File: config.mk
export PLATFORM = sky130hd
export DESIGN_NAME = encrypt_mul_scheduler
export DESIGN_NICKNAME = d
export VERILOG_FILES = /design/src/rtl/encrypt_mul_scheduler.sv
export SDC_FILE = /design/constraint.sdc
export NUM_CORES = 1
export LEC_CHECK = 0
export ABC_AREA = 1
export CORE_MARGIN = 8
export CORE_UTILIZATION = 57
export DETAILED_ROUTE_END_ITERATION = 7
export PLACE_DENSITY = 0.83
export SLEW_MARGIN = 20
export SYNTH_ARGS = -nofsm -noshare
export SYNTH_HDL_FRONTEND = slang
export SYNTH_SLANG_ARGS = --single-unit
File: constraint.sdc
create_clock -name clk -period 17 [get_ports clk]
set_input_delay 5.1 -clock clk [delete_from_list [all_inputs] [get_ports clk]]
set_output_delay 5.1 -clock clk [all_outputs]
set_load 0.03 [all_outputs]
File: src/rtl/encrypt_mul_scheduler.sv
// Time-multiplexes one shared polynomial multiplier across the six Baby Kyber
// encryption products, reducing mod Q and emitting paired sums (u0, u1, v-partial).
// Optional watchdog on the multiplier handshake: define ENCRYPT_MUL_WATCHDOG_EN.
module encrypt_mul_scheduler #(
  parameter int Q           = 17,
  parameter int N_COEF      = 4,
  parameter int MUL_TIMEOUT = 64,
  localparam int W          = $clog2(Q)
) (
  input  logic                  clk,
  input  logic                  rst_n,
  input  logic                  start,
  output logic                  busy,
  output logic                  done,
  output logic                  mul_start,
  output logic [2:0]            mul_sel,
  input  logic                  mul_done,
  input  logic [32*N_COEF-1:0]  mul_result,
  output logic                  res_wr,
  output logic [1:0]            res_idx,
  output logic [W*N_COEF-1:0]   res_data,
  output logic                  err
);

  // Handshake: mul_start is a one-cycle launch with mul_sel valid; the
  // multiplier answers with a one-cycle mul_done (with mul_result) at least one
  // cycle later. mul_done is only honoured while waiting; res_wr is a one-cycle
  // strobe qualifying res_idx/res_data, with no back-pressure.

  typedef enum logic [2:0] {
    S_IDLE  = 3'd0,
    S_ISSUE = 3'd1,
    S_WAIT  = 3'd2,
    S_ACCUM = 3'd3,
    S_DONE  = 3'd4
  } state_t;

  localparam logic [W:0] QW = Q[W:0];

  if (MUL_TIMEOUT < 2) begin : g_timeout_range_check
    $error("MUL_TIMEOUT must be at least 2");
  end

  state_t                 state_q, state_d;
  logic [2:0]             idx_q, idx_d;
  logic [W*N_COEF-1:0]    acc_q, acc_d;
  logic [32*N_COEF-1:0]   prod_q, prod_d;
  logic                   res_wr_q, res_wr_d;
  logic [1:0]             res_idx_q, res_idx_d;
  logic [W*N_COEF-1:0]    res_data_q, res_data_d;
  logic [W*N_COEF-1:0]    red_all, sum_all;

  // Signed truncating remainder, folded into [0, Q-1].
  function automatic logic [W-1:0] red_mod(input logic [31:0] x);
    logic signed [31:0] r;
    r = $signed(x) % Q;
    if (r < 0) r = r + Q;
    return r[W-1:0];
  endfunction

  for (genvar g = 0; g < N_COEF; g++) begin : g_coef
    logic [W:0] s;
    assign red_all[W*g +: W] = red_mod(prod_q[32*g +: 32]);
    assign s = {1'b0, acc_q[W*g +: W]} + {1'b0, red_all[W*g +: W]};
    assign sum_all[W*g +: W] = (s >= QW) ? W'(s - QW) : s[W-1:0];
  end

`ifdef ENCRYPT_MUL_WATCHDOG_EN
  localparam int WD_W = $clog2(MUL_TIMEOUT + 1);
  logic [WD_W-1:0] wd_q, wd_d;
  logic            err_q, err_d;
`endif

  always_comb begin
    state_d    = state_q;
    idx_d      = idx_q;
    acc_d      = acc_q;
    prod_d     = prod_q;
    res_wr_d   = 1'b0;
    res_idx_d  = res_idx_q;
    res_data_d = res_data_q;
    mul_start  = 1'b0;
    done       = 1'b0;
`ifdef ENCRYPT_MUL_WATCHDOG_EN
    wd_d       = wd_q;
    err_d      = err_q;
`endif
    case (state_q)
      S_IDLE: begin
        if (start) begin
          idx_d   = 3'd0;
          state_d = S_ISSUE;
`ifdef ENCRYPT_MUL_WATCHDOG_EN
          wd_d    = '0;
`endif
        end
      end
      S_ISSUE: begin
        mul_start = 1'b1;
        state_d   = S_WAIT;
`ifdef ENCRYPT_MUL_WATCHDOG_EN
        wd_d      = '0;
`endif
      end
      S_WAIT: begin
        if (mul_done) begin
          prod_d  = mul_result;
          state_d = S_ACCUM;
        end
`ifdef ENCRYPT_MUL_WATCHDOG_EN
        else if (wd_q == WD_W'(MUL_TIMEOUT - 1)) begin
          // Timeout abandons the run: no further writes, just signal done.
          err_d   = 1'b1;
          state_d = S_DONE;
        end else begin
          wd_d = wd_q + 1'b1;
        end
`endif
      end
      S_ACCUM: begin
        if (!idx_q[0]) begin
          acc_d = red_all;
        end else begin
          res_wr_d   = 1'b1;
          res_idx_d  = idx_q[2:1];
          res_data_d = sum_all;
        end
        if (idx_q == 3'd5) begin
          state_d = S_DONE;
        end else begin
          idx_d   = idx_q + 3'd1;
          state_d = S_ISSUE;
        end
      end
      S_DONE: begin
        done    = 1'b1;
        state_d = S_IDLE;
      end
      default: state_d = S_IDLE;
    endcase
  end

  always_ff @(posedge clk or negedge rst_n) begin
    if (!rst_n) begin
      state_q    <= S_IDLE;
      idx_q      <= '0;
      acc_q      <= '0;
      prod_q     <= '0;
      res_wr_q   <= 1'b0;
      res_idx_q  <= '0;
      res_data_q <= '0;
    end else begin
      state_q    <= state_d;
      idx_q      <= idx_d;
      acc_q      <= acc_d;
      prod_q     <= prod_d;
      res_wr_q   <= res_wr_d;
      res_idx_q  <= res_idx_d;
      res_data_q <= res_data_d;
    end
  end

`ifdef ENCRYPT_MUL_WATCHDOG_EN
  always_ff @(posedge clk or negedge rst_n) begin
    if (!rst_n) begin
      wd_q  <= '0;
      err_q <= 1'b0;
    end else begin
      wd_q  <= wd_d;
      err_q <= err_d;
    end
  end
  assign err = err_q;
`else
  assign err = 1'b0;
`endif

  assign busy     = (state_q != S_IDLE);
  assign mul_sel  = idx_q;
  assign res_wr   = res_wr_q;
  assign res_idx  = res_idx_q;
  assign res_data = res_data_q;

endmodule

==> flow_summary.toml, run 1 <==
[place]
gp_congestion = 0.9291
dp_hpwl_um = 78000
dpl_cell_area_mm2 = 0.04461
io_buffers = 160

[global_routing]
grt_util_all_layers_pct = 61.70
grt_overflow = 183
grt_max_degree = 116

[synth]
yosys_warnings = 0
ys_ff_latch = 177
synthDistinctLibCells = 79
yosysSeqAreaShare_pct = 12.23
netlist_area_mm2 = 0.03622
synth_top_flop_cell = "dfrtp_1"
synth_edf_count = 0
async_flop_share_pct = 100.0
synth_cells = 5737
synth.avg_cell_area_um2 = 6.313
syn_nets = 5947

[status]
stop_error = "[ERROR GRT-0232] Routing congestion too high. Check the congestion heatmap in the GUI."
status = "stopped before the end"
haltStage = "global routing (5_1_grt)"

[timing]
postGrtWorstEndpoint = "res_data[13]$_DFFE_PN0P_/D"
worst-ep-kind = "register input"

[floorplan]
num_rows = 92
ioPinCount = 162
start_util_pct = 57.52
die-height_um = 268.1
die_x_um = 268.1

[cts]
cts-root-buf = "clkbuf_16"
cts_buffers = 17
cts.path.max_buffers = 2
htreeDepth = 4
cts_sinks = 177
per-layer routing:
layer,global-route usage (%),GRT overflow
met4,63.37,68
met3,42.58,2
met1,59.43,0
met5,12.15,3
met2,83.19,110
through the flow:
stage          hold slack (ps)  cells  worst slack (ps)
2_1_floorplan            455.3   5737             5.878
3_3_place_gp             469.9   7465            -767.0
3_5_place_dp             472.3   7465             -1420
4_1_cts                  492.7   7754            -586.1
synthesized netlist by cell type (all sizes together) (14+ instances only):
| cell type | n | area (µm²) |
|---|---|---|
| clkinv | 35 | 180.2 |
| clkbuf | 38 | 232.7 |
| mux2 | 32 | 360.4 |
| xor2 | 191 | 1748 |
| nor3 | 38 | 236.5 |
| inv | 786 | 3010 |
| o21a | 14 | 113.9 |
| nor2 | 598 | 3187 |
| nand4 | 224 | 1632 |
| nand3 | 776 | 4752 |
| dfrtp | 177 | 4429 |
| or2 | 15 | 93.84 |
| a21oi | 191 | 1110 |
| nand3b | 36 | 274.0 |
| o21ai | 230 | 1373 |
| o211ai | 14 | 105.1 |
| xnor2 | 25 | 245.2 |
| nand2 | 2154 | 11400 |
| ha | 74 | 925.9 |
timing repair:
item,in CTS
setup endpoints to repair,20
gates cloned,3
hold buffers,0
pin swaps,415
endpoints found under the hold margin,0
gates resized for setup,678
buffers inserted,254
logic make-up after synthesis:
family | after synthesis | share of synthesized area, %
and+or+nand+nor | 3867 | 60.06
buffers and inverters | 877 | 10.08
AOI/OAI and AO/OA | 487 | 8.274
xor gates and xnor gates | 216 | 5.503
DFF | 177 | 12.23
adders and majority gates | 78 | 2.778
muxes | 34 | 1.061
other | 1 | 0.01035
==> run 2, diff against run 1 <==
Settings changed: CORE_UTILIZATION 57 to 40, PLACE_DENSITY 0.83 to default, PLACE_DENSITY_LB_ADDON from default to 0.15.
Clock period 17 ns to 22.1 ns, I/O delays scaled along.
==> flow_summary.toml, run 2 <==
[cells_and_area]
syn2layout_area_growth_pct = 9.517
layout_common_cells = "nand2_1, inv_1, nand3_1"
fillers = 9540
drive_gt1_share_pct = 27.06
nNetsFinal = 6091
n_antenna_cell = 0
largest_register_ffs = 128
max_flop_register = "prod_q"
layout_commonest_cell = "nand2_1"

[synth]
yosys-top-cells-area = "nand2_1, dfrtp_1, nand2_2, nand3_1, nand2_4"
synth_cells = 5737
synthAdderAreaFrac_pct = 2.777
yosys.area.top_type_share_pct = 13.61
yosys_warnings = 0
yosysMostFrequentCell = "nand2_1"
synth_simple_gate_area_share_pct = 60.06
synthDistinctLibCells = 79
ys_ff_latch = 177
async_flop_share_pct = 100.0
synth_top_family_by_area = "simple AND/OR/NAND/NOR gates"
synthMuxAreaShare_pct = 1.061
netlist_area_mm2 = 0.03622
synth_edf_count = 0
synth_top_flop_cell = "dfrtp_1"
yosysSeqAreaShare_pct = 12.23
synth_area_leader_cell = "nand2_1"
synth_compound_area_share_pct = 8.274
synth_common_cells = "nand2_1, inv_1, nand3_1"
synth_xor_area_share_pct = 5.503
synth.avg_cell_area_um2 = 6.313
syn_nets = 5947

[floorplan]
ioPinCount = 162
die_x_um = 316.9
die-height_um = 316.9
num_rows = 110
die_area_mm2 = 0.1004
start_util_pct = 40.30
core_mm2 = 0.08987

[cts]
cts_sinks = 177
cts-root-buf = "clkbuf_16"
cts.path.max_buffers = 2
htreeDepth = 4
worst_skew_pair.late_latency_ps = 490
cts_buffers = 17
cts_tree = "yes"
path_clk_slew_ps = 80

[global_routing]
grt_util_all_layers_pct = 17.39
grt_pass1_wl_um = 152200
grt_max_degree = 93
grt_overflow = 0
grt_pass1_vias = 32820
grt_antenna_before_repair = 0

[place]
gp_congestion = 0.8611
dp_hpwl_um = 72570
io_buffers = 160

[timing]
max_freq_mhz = 50.51
fin_skew_ps = 19.91
tns_ps = 0
post-route-period-util_pct = 89.58
rsz0062_at_grt = "no"
tightest_slew_ps = 954.2
setup_viol_count_final = 0
period_minus_slack_ps = 19800
relSlewSlack_pct = 36.39
hold_viol = 0
maxSlewViolCount = 0

[drt]
drc = 0
wirelength_um = 88040
drtIter0Drc = 1840
wl_per_cell_um = 12.45
dr_total_vias = 34890
via_per_inst = 4.934
drt_pass1_iterations = 7
ant_nets = 0

[setup_path]
slowest_delay_ps = 430
crit_arrival_ps = 20180
critical_path_class = "flop to flop"
cp-end-kind = "flop"
cp_slowest_cell = "dfrtp_1"
cp_common_cell = "nand2_2"
critPathLaunchType = "flop"
cp.required_ps = 22480
crit_fanout = 10

[status]
status = "completed"

[flow_run]
cap_violations = 0

[hold_path]
min_path_type = "flop to flop"
[run 2: cell counts after synthesis]
Identical to the previous run, type by type.
[run 2: stage by stage]
stage	instances	hold slack [ps]	instance area [µm²]	util [%]	setup slack, ps
6_report	7070	491.4	39670	44.13	2303
3_3_place_gp	7031	472.3	39000	43.39	2049
2_1_floorplan	5737	455.3	36220	-	4703
5_1_grt	7070	524.5	39670	44.13	2.402
4_1_cts	7063	496.1	39560	44.02	1899
3_5_place_dp	7031	473.6	39000	43.39	1990
[run 2: critical path: cells and delay by family, from the launching register on]
family                     cells  cell delay, ps
and+or+nand+nor              113           12910
AOI/OAI and AO/OA             14            2340
adders and majority gates      7            1660
xor gates and xnor gates       4             930
DFF                            1             430
buffers and inverters         11            1110
muxes                          1             260
[run 2: path summary, 6_finish.rpt]
kind                                        start                  endpoint  slack (ps)  depth (start not counted)
max                        prod_q[64]$_DFFE_PN0P_  res_data[13]$_DFFE_PN0P_        2300                        150
min                         acc_q[10]$_DFFE_PN0P_     acc_q[10]$_DFFE_PN0P_         490                          2
max reg2reg                prod_q[64]$_DFFE_PN0P_  res_data[13]$_DFFE_PN0P_        2300                        150
min reg2reg                 acc_q[10]$_DFFE_PN0P_     acc_q[10]$_DFFE_PN0P_         490                          2
max in group asynchronous                   rst_n    prod_q[89]$_DFFE_PN0P_       14000                          3
min in group asynchronous                   rst_n    prod_q[14]$_DFFE_PN0P_        6080                          1
[run 2: layer usage]
layer	GRT usage (%)	up-vias	share of wire, %
met5	0	-	0
met4	3.667	0	1.3
met3	1.695	62	2.5
met2	29.27	380	45
met1	24.02	15690	51
li1	-	18750	-
[run 2: layout make-up]
| type | instances | area, µm² | share of cell area (%) |
|---|---|---|---|
| repair buffers | 177 | 1734 | 4.372 |
| inverters | 825 | 3263 | 8.227 |
| multi-input cells | 4683 | 28200 | 71.10 |
| flip-flops and latches | 177 | 4429 | 11.17 |
| clock inverters | 14 | 137.6 | 0.3470 |
| well taps | 1176 | 1471 | 3.710 |
| clock buffers | 18 | 429.2 | 1.082 |
[run 2: cell families after synthesis]
kind of cell,after synthesis
AO/OA/AOI/OAI,487
XOR/XNOR,216
adder cells (fa/ha/maj),78
buffers and inverters,877
flip-flops,177
multiplexers,34
other,1
AND/OR/NAND/NOR,3867
[run 2: repair_timing]
action                     4_1_cts  5_1_grt
hold buffers                     0        0
gates resized for setup          0        8
setup endpoints to repair        0        5
buffers inserted                 0        7
Power of run 2 is not shown: default switching activity piles up to over one toggle a cycle in this logic, so the estimate is an artifact.
